===== src/rtl/uart_tx_wrapper_pkg.sv =====
// Shared types and helpers for the word-oriented UART transmitter.
//   uart_tx_state_t     : byte-level serializer states
//   UART_BYTES_PER_WORD : bytes per transmitted word (LSB first)
//   calc_clks_per_bit   : clk cycles per serial bit (integer truncation)
package uart_tx_wrapper_pkg;

    typedef enum logic [2:0] {
        TX_IDLE,
        TX_START,
        TX_DATA,
        TX_PARITY,
        TX_STOP
    } uart_tx_state_t;

    localparam int unsigned UART_BYTES_PER_WORD = 4;

    function automatic int unsigned calc_clks_per_bit(input int unsigned clk_freq,
                                                      input int unsigned baud_rate);
        return clk_freq / baud_rate;
    endfunction

endpackage


===== src/rtl/uart_tx_byte.sv =====
// Byte serializer: baud counter plus start/data/(parity)/stop FSM.
// Optional macro UART_TX_PARITY_EN inserts an even parity bit (8E1).
// Ports:
//   clk, reset_n : clock, asynchronous active-low reset
//   start        : begin a byte; honoured in IDLE or in the last STOP cycle
//   byte_in      : byte sampled on the accepting edge
//   tx           : serial line (flop output, idle high)
//   done         : high during the final cycle of the stop bit
//   idle         : serializer is in IDLE
module uart_tx_byte
    import uart_tx_wrapper_pkg::*;
#(
    parameter int unsigned CLK_FREQ  = 100_000_000,
    parameter int unsigned BAUD_RATE = 115_200
) (
    input  logic       clk,
    input  logic       reset_n,
    input  logic       start,
    input  logic [7:0] byte_in,
    output logic       tx,
    output logic       done,
    output logic       idle
);

    localparam int unsigned CLKS_PER_BIT = calc_clks_per_bit(CLK_FREQ, BAUD_RATE);
    localparam int unsigned CNT_W        = (CLKS_PER_BIT > 1) ? $clog2(CLKS_PER_BIT) : 1;
    localparam logic [CNT_W-1:0] CNT_LAST = CNT_W'(CLKS_PER_BIT - 1);

    uart_tx_state_t   state_q, state_d;
    logic [CNT_W-1:0] cnt_q, cnt_d;
    logic [2:0]       bit_idx_q, bit_idx_d;
    logic [7:0]       byte_q, byte_d;
    logic             tx_q, tx_d;
    logic             done_q, done_d;
    logic             idle_q, idle_d;
    logic             bit_end;

    assign bit_end = (cnt_q == CNT_LAST);

    // State and output registers
    always_ff @(posedge clk or negedge reset_n) begin
        if (!reset_n) begin
            state_q   <= TX_IDLE;
            cnt_q     <= '0;
            bit_idx_q <= '0;
            byte_q    <= '0;
            tx_q      <= 1'b1;
            done_q    <= 1'b0;
            idle_q    <= 1'b1;
        end else begin
            state_q   <= state_d;
            cnt_q     <= cnt_d;
            bit_idx_q <= bit_idx_d;
            byte_q    <= byte_d;
            tx_q      <= tx_d;
            done_q    <= done_d;
            idle_q    <= idle_d;
        end
    end

    // Next state; tx is computed for the bit that begins on the next edge
    always_comb begin
        state_d   = state_q;
        cnt_d     = cnt_q;
        bit_idx_d = bit_idx_q;
        byte_d    = byte_q;
        tx_d      = tx_q;
        if (state_q != TX_IDLE && !bit_end) begin
            cnt_d = cnt_q + CNT_W'(1);
        end
        case (state_q)
            TX_IDLE: begin
                tx_d = 1'b1;
                if (start) begin
                    state_d = TX_START;
                    cnt_d   = '0;
                    byte_d  = byte_in;
                    tx_d    = 1'b0;
                end
            end
            TX_START: begin
                if (bit_end) begin
                    state_d   = TX_DATA;
                    cnt_d     = '0;
                    bit_idx_d = '0;
                    tx_d      = byte_q[0];
                end
            end
            TX_DATA: begin
                if (bit_end) begin
                    cnt_d = '0;
                    if (bit_idx_q == 3'd7) begin
`ifdef UART_TX_PARITY_EN
                        state_d = TX_PARITY;
                        tx_d    = ^byte_q;
`else
                        state_d = TX_STOP;
                        tx_d    = 1'b1;
`endif
                    end else begin
                        bit_idx_d = bit_idx_q + 3'd1;
                        tx_d      = byte_q[bit_idx_d];
                    end
                end
            end
`ifdef UART_TX_PARITY_EN
            TX_PARITY: begin
                if (bit_end) begin
                    state_d = TX_STOP;
                    cnt_d   = '0;
                    tx_d    = 1'b1;
                end
            end
`endif
            TX_STOP: begin
                // A start in the last stop cycle chains the next byte with no idle bit
                if (bit_end) begin
                    cnt_d = '0;
                    if (start) begin
                        state_d = TX_START;
                        byte_d  = byte_in;
                        tx_d    = 1'b0;
                    end else begin
                        state_d = TX_IDLE;
                        tx_d    = 1'b1;
                    end
                end
            end
            default: begin
                state_d = TX_IDLE;
                cnt_d   = '0;
                tx_d    = 1'b1;
            end
        endcase
        done_d = (state_d == TX_STOP) && (cnt_d == CNT_LAST);
        idle_d = (state_d == TX_IDLE);
    end

    assign tx   = tx_q;
    assign done = done_q;
    assign idle = idle_q;

endmodule


===== src/rtl/uart_tx_wrapper.sv =====
// Word-oriented UART transmitter: word FIFO, byte sequencer (LSB byte first)
// and a transmitted-word counter. Optional macro UART_TX_PARITY_EN selects
// 8E1 framing in the byte serializer; default is 8N1.
// Ports:
//   clk, reset_n : clock, asynchronous active-low reset
//   data_in      : 32-bit word to transmit
//   data_valid   : data_in valid; captured when data_ready is also high
//   data_ready   : FIFO not full (registered)
//   io_tx        : serial output, idle high
//   busy         : FIFO non-empty or a word in flight
//   words_sent   : fully transmitted words, wraps modulo 2^16
module uart_tx_wrapper
    import uart_tx_wrapper_pkg::*;
#(
    parameter int unsigned CLK_FREQ   = 100_000_000,
    parameter int unsigned BAUD_RATE  = 115_200,
    parameter int unsigned FIFO_DEPTH = 4
) (
    input  logic        clk,
    input  logic        reset_n,
    input  logic [31:0] data_in,
    input  logic        data_valid,
    output logic        data_ready,
    output logic        io_tx,
    output logic        busy,
    output logic [15:0] words_sent
);

    localparam int unsigned IDX_W = $clog2(FIFO_DEPTH);
    localparam int unsigned PTR_W = IDX_W + 1;

    logic [31:0]      mem [FIFO_DEPTH];
    logic [PTR_W-1:0] wr_ptr_q, wr_ptr_d, rd_ptr_q, rd_ptr_d;
    logic [31:0]      shift_q, shift_d;
    logic [1:0]       byte_idx_q, byte_idx_d;
    logic             word_active_q, word_active_d;
    logic             start_q, start_d;
    logic [15:0]      words_sent_q, words_sent_d;
    logic             data_ready_q, busy_q;
    logic             full_d, empty_d, busy_d;

    logic        empty, push, pop, idle_pop, last_byte, next_byte_c;
    logic        byte_start, byte_done, byte_idle;
    logic [7:0]  byte_in;
    logic [31:0] head;

    assign empty     = (wr_ptr_q == rd_ptr_q);
    assign head      = mem[rd_ptr_q[IDX_W-1:0]];
    assign push      = data_valid && data_ready_q;
    assign last_byte = (byte_idx_q == 2'(UART_BYTES_PER_WORD - 1));

    // Fresh word from idle; or chained pop at the end of the last byte's stop bit
    assign idle_pop    = !word_active_q && byte_idle && !empty;
    assign pop         = idle_pop || (byte_done && last_byte && !empty);
    assign next_byte_c = byte_done && (!last_byte || !empty);
    assign byte_start  = start_q || next_byte_c;
    assign byte_in     = next_byte_c ? (last_byte ? head[7:0] : shift_q[15:8]) : shift_q[7:0];

    // FIFO storage
    always_ff @(posedge clk) begin
        if (push) begin
            mem[wr_ptr_q[IDX_W-1:0]] <= data_in;
        end
    end

    // Sequencer and status registers
    always_ff @(posedge clk or negedge reset_n) begin
        if (!reset_n) begin
            wr_ptr_q      <= '0;
            rd_ptr_q      <= '0;
            shift_q       <= '0;
            byte_idx_q    <= '0;
            word_active_q <= 1'b0;
            start_q       <= 1'b0;
            words_sent_q  <= '0;
            data_ready_q  <= 1'b1;
            busy_q        <= 1'b0;
        end else begin
            wr_ptr_q      <= wr_ptr_d;
            rd_ptr_q      <= rd_ptr_d;
            shift_q       <= shift_d;
            byte_idx_q    <= byte_idx_d;
            word_active_q <= word_active_d;
            start_q       <= start_d;
            words_sent_q  <= words_sent_d;
            data_ready_q  <= !full_d;
            busy_q        <= busy_d;
        end
    end

    // Next-state for pointers, current word and counters
    always_comb begin
        wr_ptr_d      = wr_ptr_q + PTR_W'(push);
        rd_ptr_d      = rd_ptr_q + PTR_W'(pop);
        shift_d       = shift_q;
        byte_idx_d    = byte_idx_q;
        word_active_d = word_active_q;
        words_sent_d  = words_sent_q;
        start_d       = idle_pop;
        if (idle_pop) begin
            shift_d       = head;
            byte_idx_d    = '0;
            word_active_d = 1'b1;
        end else if (byte_done) begin
            if (last_byte) begin
                words_sent_d = words_sent_q + 16'd1;
                if (!empty) begin
                    shift_d    = head;
                    byte_idx_d = '0;
                end else begin
                    word_active_d = 1'b0;
                end
            end else begin
                shift_d    = shift_q >> 8;
                byte_idx_d = byte_idx_q + 2'd1;
            end
        end
        full_d  = (wr_ptr_d[PTR_W-1] != rd_ptr_d[PTR_W-1]) &&
                  (wr_ptr_d[IDX_W-1:0] == rd_ptr_d[IDX_W-1:0]);
        empty_d = (wr_ptr_d == rd_ptr_d);
        busy_d  = !empty_d || word_active_d;
    end

    uart_tx_byte #(
        .CLK_FREQ  (CLK_FREQ),
        .BAUD_RATE (BAUD_RATE)
    ) u_byte (
        .clk     (clk),
        .reset_n (reset_n),
        .start   (byte_start),
        .byte_in (byte_in),
        .tx      (io_tx),
        .done    (byte_done),
        .idle    (byte_idle)
    );

    assign data_ready = data_ready_q;
    assign busy       = busy_q;
    assign words_sent = words_sent_q;

endmodule


===== config.mk =====
export PLATFORM = sky130hd
export DESIGN_NAME = uart_tx_wrapper
export DESIGN_NICKNAME = d
export VERILOG_FILES = /design/src/rtl/uart_tx_wrapper_pkg.sv /design/src/rtl/uart_tx_byte.sv /design/src/rtl/uart_tx_wrapper.sv
export SDC_FILE = /design/constraint.sdc
export NUM_CORES = 1
export LEC_CHECK = 0
export ABC_AREA = 1
export BUFFER_PORTS_ARGS = -buffer_cell sky130_fd_sc_hd__buf_2
export CAP_MARGIN = 5
export CORE_ASPECT_RATIO = 1.1
export CORE_MARGIN = 5
export CORE_UTILIZATION = 57
export CTS_BUF_LIST = sky130_fd_sc_hd__clkbuf_4
export DETAILED_ROUTE_END_ITERATION = 12
export PLACE_DENSITY = 0.85
export SYNTH_ARGS = -nofsm -noshare
export SYNTH_HDL_FRONTEND = slang
export SYNTH_SLANG_ARGS = --single-unit

===== constraint.sdc =====
create_clock -name clk -period 3.25 [get_ports clk]
set_input_delay 0.325 -clock clk [delete_from_list [all_inputs] [get_ports clk]]
set_output_delay 0.325 -clock clk [all_outputs]
set_load 0.02 [all_outputs]

==> results.md <==
* Total Die Area at 0.0186 mm^2
* Largest family of logic cells by synthesized area: simple AND/OR/NAND/NOR gates
* Cells after Synth at 836
* Layout area overhead at 16.2%
* Layout net count at 1000
* Final Setup Violations at 0
* PortBufs at 53
* Total global-route track usage at 0.209
* Ant. Diodes at 0
* TritonRoute pass-1 iters at 5
* Initial antenna violation count at 0
* Routed len/inst at 15.6 um
* Post-synthesis net count at 880
* Slew HR at 0.480
* Worst Setup Start Kind: register
* Setup crit end kind: register
* Tmin final at 2.60 ns
* Hold WC Path Type: in2reg
* Post-route ant nets at 0
* Unrepaired setup endpoints after global routing: no
* Grt ovf at 0
* DRC Markers at 0
* Post-Synth Simple-Gate Area at 0.130
* Vias at 6487
* Max Fclk at 384 MHz
* Layout cell share with drive strength beyond 1 at 0.176
* Inst Count DP at 1070
* I/O pin cnt at 54
* TritonCTS clock tree: done
* Initial Util at 0.580
* Num rows at 48
* Synthesized flop and latch total at 215
* Postcts setup bufs at 0
* Largest net degree at the start of global routing at 64
* Period utilisation layout at 0.801
* Most used DFF post-synth: edfxtp_1
* Vias per inst at about 5.4
* Worst-margin pin slew at 0.775 ns
* Max_cap viols at 0
* Sequential fraction of the synthesis area at 0.663
* Post-synth EDFFs at about 130
* Outcome: completed
* Required time of the worst setup path at 3.79 ns
* Commonest non-fill, non-tap cell in the layout: edfxtp_1
* Initial detailed-routing violation count at 455
* Max VDD drop at 0.000444 V
* Distinct cells, synth at 41
* Multiplexer share of the synthesized area at 0.00110
* Post-synth ARST share at 0.405
* Sink Count at 215
* Die Y at 142 um
* Most frequent cells in the layout: edfxtp_1, nor2_1, nand2_1
* Critical path class: reg2reg
* Critical Path AT at approximately 3.1 ns
* Gpl congestion at 0.870
* Global-route wire length before repair at a little over 30000 um
* Post-Route Utilization at 0.673
* Syn_area_per_cell at 10.9 um^2
* Worst Clk Skew at approximately 0.030 ns
* Synth Area in XOR/XNOR at 0.0249
* CTS clk-pin slew, worst paths at ~0.07 ns
* Htree depth at 2
* Clock Latency Late Sink at 0.67 ns
* Routed WL at 18600 um
* Final Cell Area at about 0.011 mm^2
* Final Non-Filler Cells at approximately 1.2k
* Post-synthesis cell area at roughly 0.0091 mm^2
* CTS Buf Count at 51
* Area after DPL at 0.00956 mm^2
* Compound-Gate Fraction of Synth Area at 0.119
* Clock buffer depth at 3
* Worst-path fanout max at 19
* Max Slew Vio Count at 0
* Dpl hpwl at approximately 11000 um
* Adder-cell share of the synthesized area at 0.0124
* Core Area at between 0.015 and 0.02 mm^2
* Clock Tree Root: clkbuf_4
* Final-report hold violation count at 0
* PD cells at 812 mW/mm^2
* Die width at 130 um
* Resize count post-CTS at 0
* Vias in the first global route at 6630
* Warnings from Yosys at 0
* P_leak at 0.00440 uW
-- synth_stat cells (4+ instances only) --
cell type,n,area share
o21ai_0,97,0.053
nor3_1,10,0.0055
o22ai_1,32,0.022
clkbuf_1,17,0.0070
inv_2,6,0.0025
inv_1,67,0.028
nand4_1,4,0.0028
a21oi_1,35,0.019
ha_1,9,0.012
o21ai_2,4,0.0039
nand2_1,103,0.043
edfxtp_1,128,0.42
dfrtp_1,84,0.23
a31oi_1,15,0.010
xor2_1,18,0.017
nand2_2,4,0.0028
nand3_1,26,0.014
xnor2_1,6,0.0058
buf_2,10,0.0055
buf_6,4,0.0050
nor2_1,117,0.048
o21ai_1,13,0.0072
-- worst paths after layout --
path	from	to	slack, ns	cells past startpoint
max	byte_idx_q[0]	busy	0.65	9
min	data_valid	wr_ptr_q[0]	0.19	4
max reg2reg	byte_idx_q[0]	busy	0.65	9
min reg2reg	byte_idx_q[1]	byte_idx_q[1]	0.49	2
max in group asynchronous	reset_n	shift_q[16]	2.23	3
min in group asynchronous	reset_n	u_byte.cnt_q[3]	0.24	2
-- through the flow --
step | worst slack, ns | hold WS, ns | TNS, ns | power [uW]
final | 0.648 | 0.189 | 0 | 8570
after global routing | 0.396 | 0.214 | 0 | 9150
after CTS | 0.655 | 0.144 | 0 | 8620
after detailed placement | 0.703 | 0.419 | 0 | 6360
after global placement | 0.791 | 0.418 | 0 | 6240
after floorplan | -0.120 | 0.0294 | -15.41 | 5630
-- critical path: stages, from the launching register on --
cell and delay (ns):
dfrtp_1 0.38, ha_1 0.50, nand2_1 0.14, inv_1 0.14, nand2_1 0.07, nand2_1 0.07
ha_1 0.24, or2_2 0.30, a21oi_1 0.19, or3b_2 0.46
-- routing by layer --
metal / vias to the layer above / track usage / routed length [um]
met5: - / 0 / 0
met4: 0 / 0.0926 / 511
met3: 45 / 0.0432 / 1160
met2: 228 / 0.355 / 9520
met1: 3056 / 0.260 / 7410
li1: 3158 / - / -
-- area by class of cell --
cell class,count,area (um^2)
tap,200,250
fill,1090,5120
multi-input combinational,513,2630
inverter,74,278
timing repair buffer,101,711
clock buffer,70,526
clock inverter,22,138
sequential,215,6030
-- flip-flops by register name, indices dropped and copies added, names as in the netlist, 2 cells and up --
register and flops:
mem 128, shift_q 32, words_sent 16, u_byte.cnt_q 10
u_byte.byte_q 8, rd_ptr_q 3, u_byte.bit_idx_q 3, u_byte.state_q 3
wr_ptr_q 3, byte_idx_q 2
-- power by group --
| part | switching [uW] | total [uW] | internal, uW |
|---|---|---|---|
| Clock | 1050 | 2200 | 1160 |
| Sequential | 263 | 3860 | 3600 |
| Combinational | 1700 | 2500 | 806 |
-- cells by family (layout without fill, tap and decap cells) --
kind of cell | after synthesis | in the layout
adders and majority gates | 9 | 9
and+or+nand+nor | 279 | 279
muxes | 1 | 1
DFF | 215 | 215
xor gates and xnor gates | 25 | 25
AOI/OAI and AO/OA | 199 | 199
buffers and inverters | 108 | 267
-- what timing repair did --
action / 4_1_cts / 5_1_grt
endpoints found under the setup margin: 0 / 0
hold endpoints to repair: 178 / 0
hold buffers: 33 / 0
No activity file was read; power rests on OpenSTA's default activity.
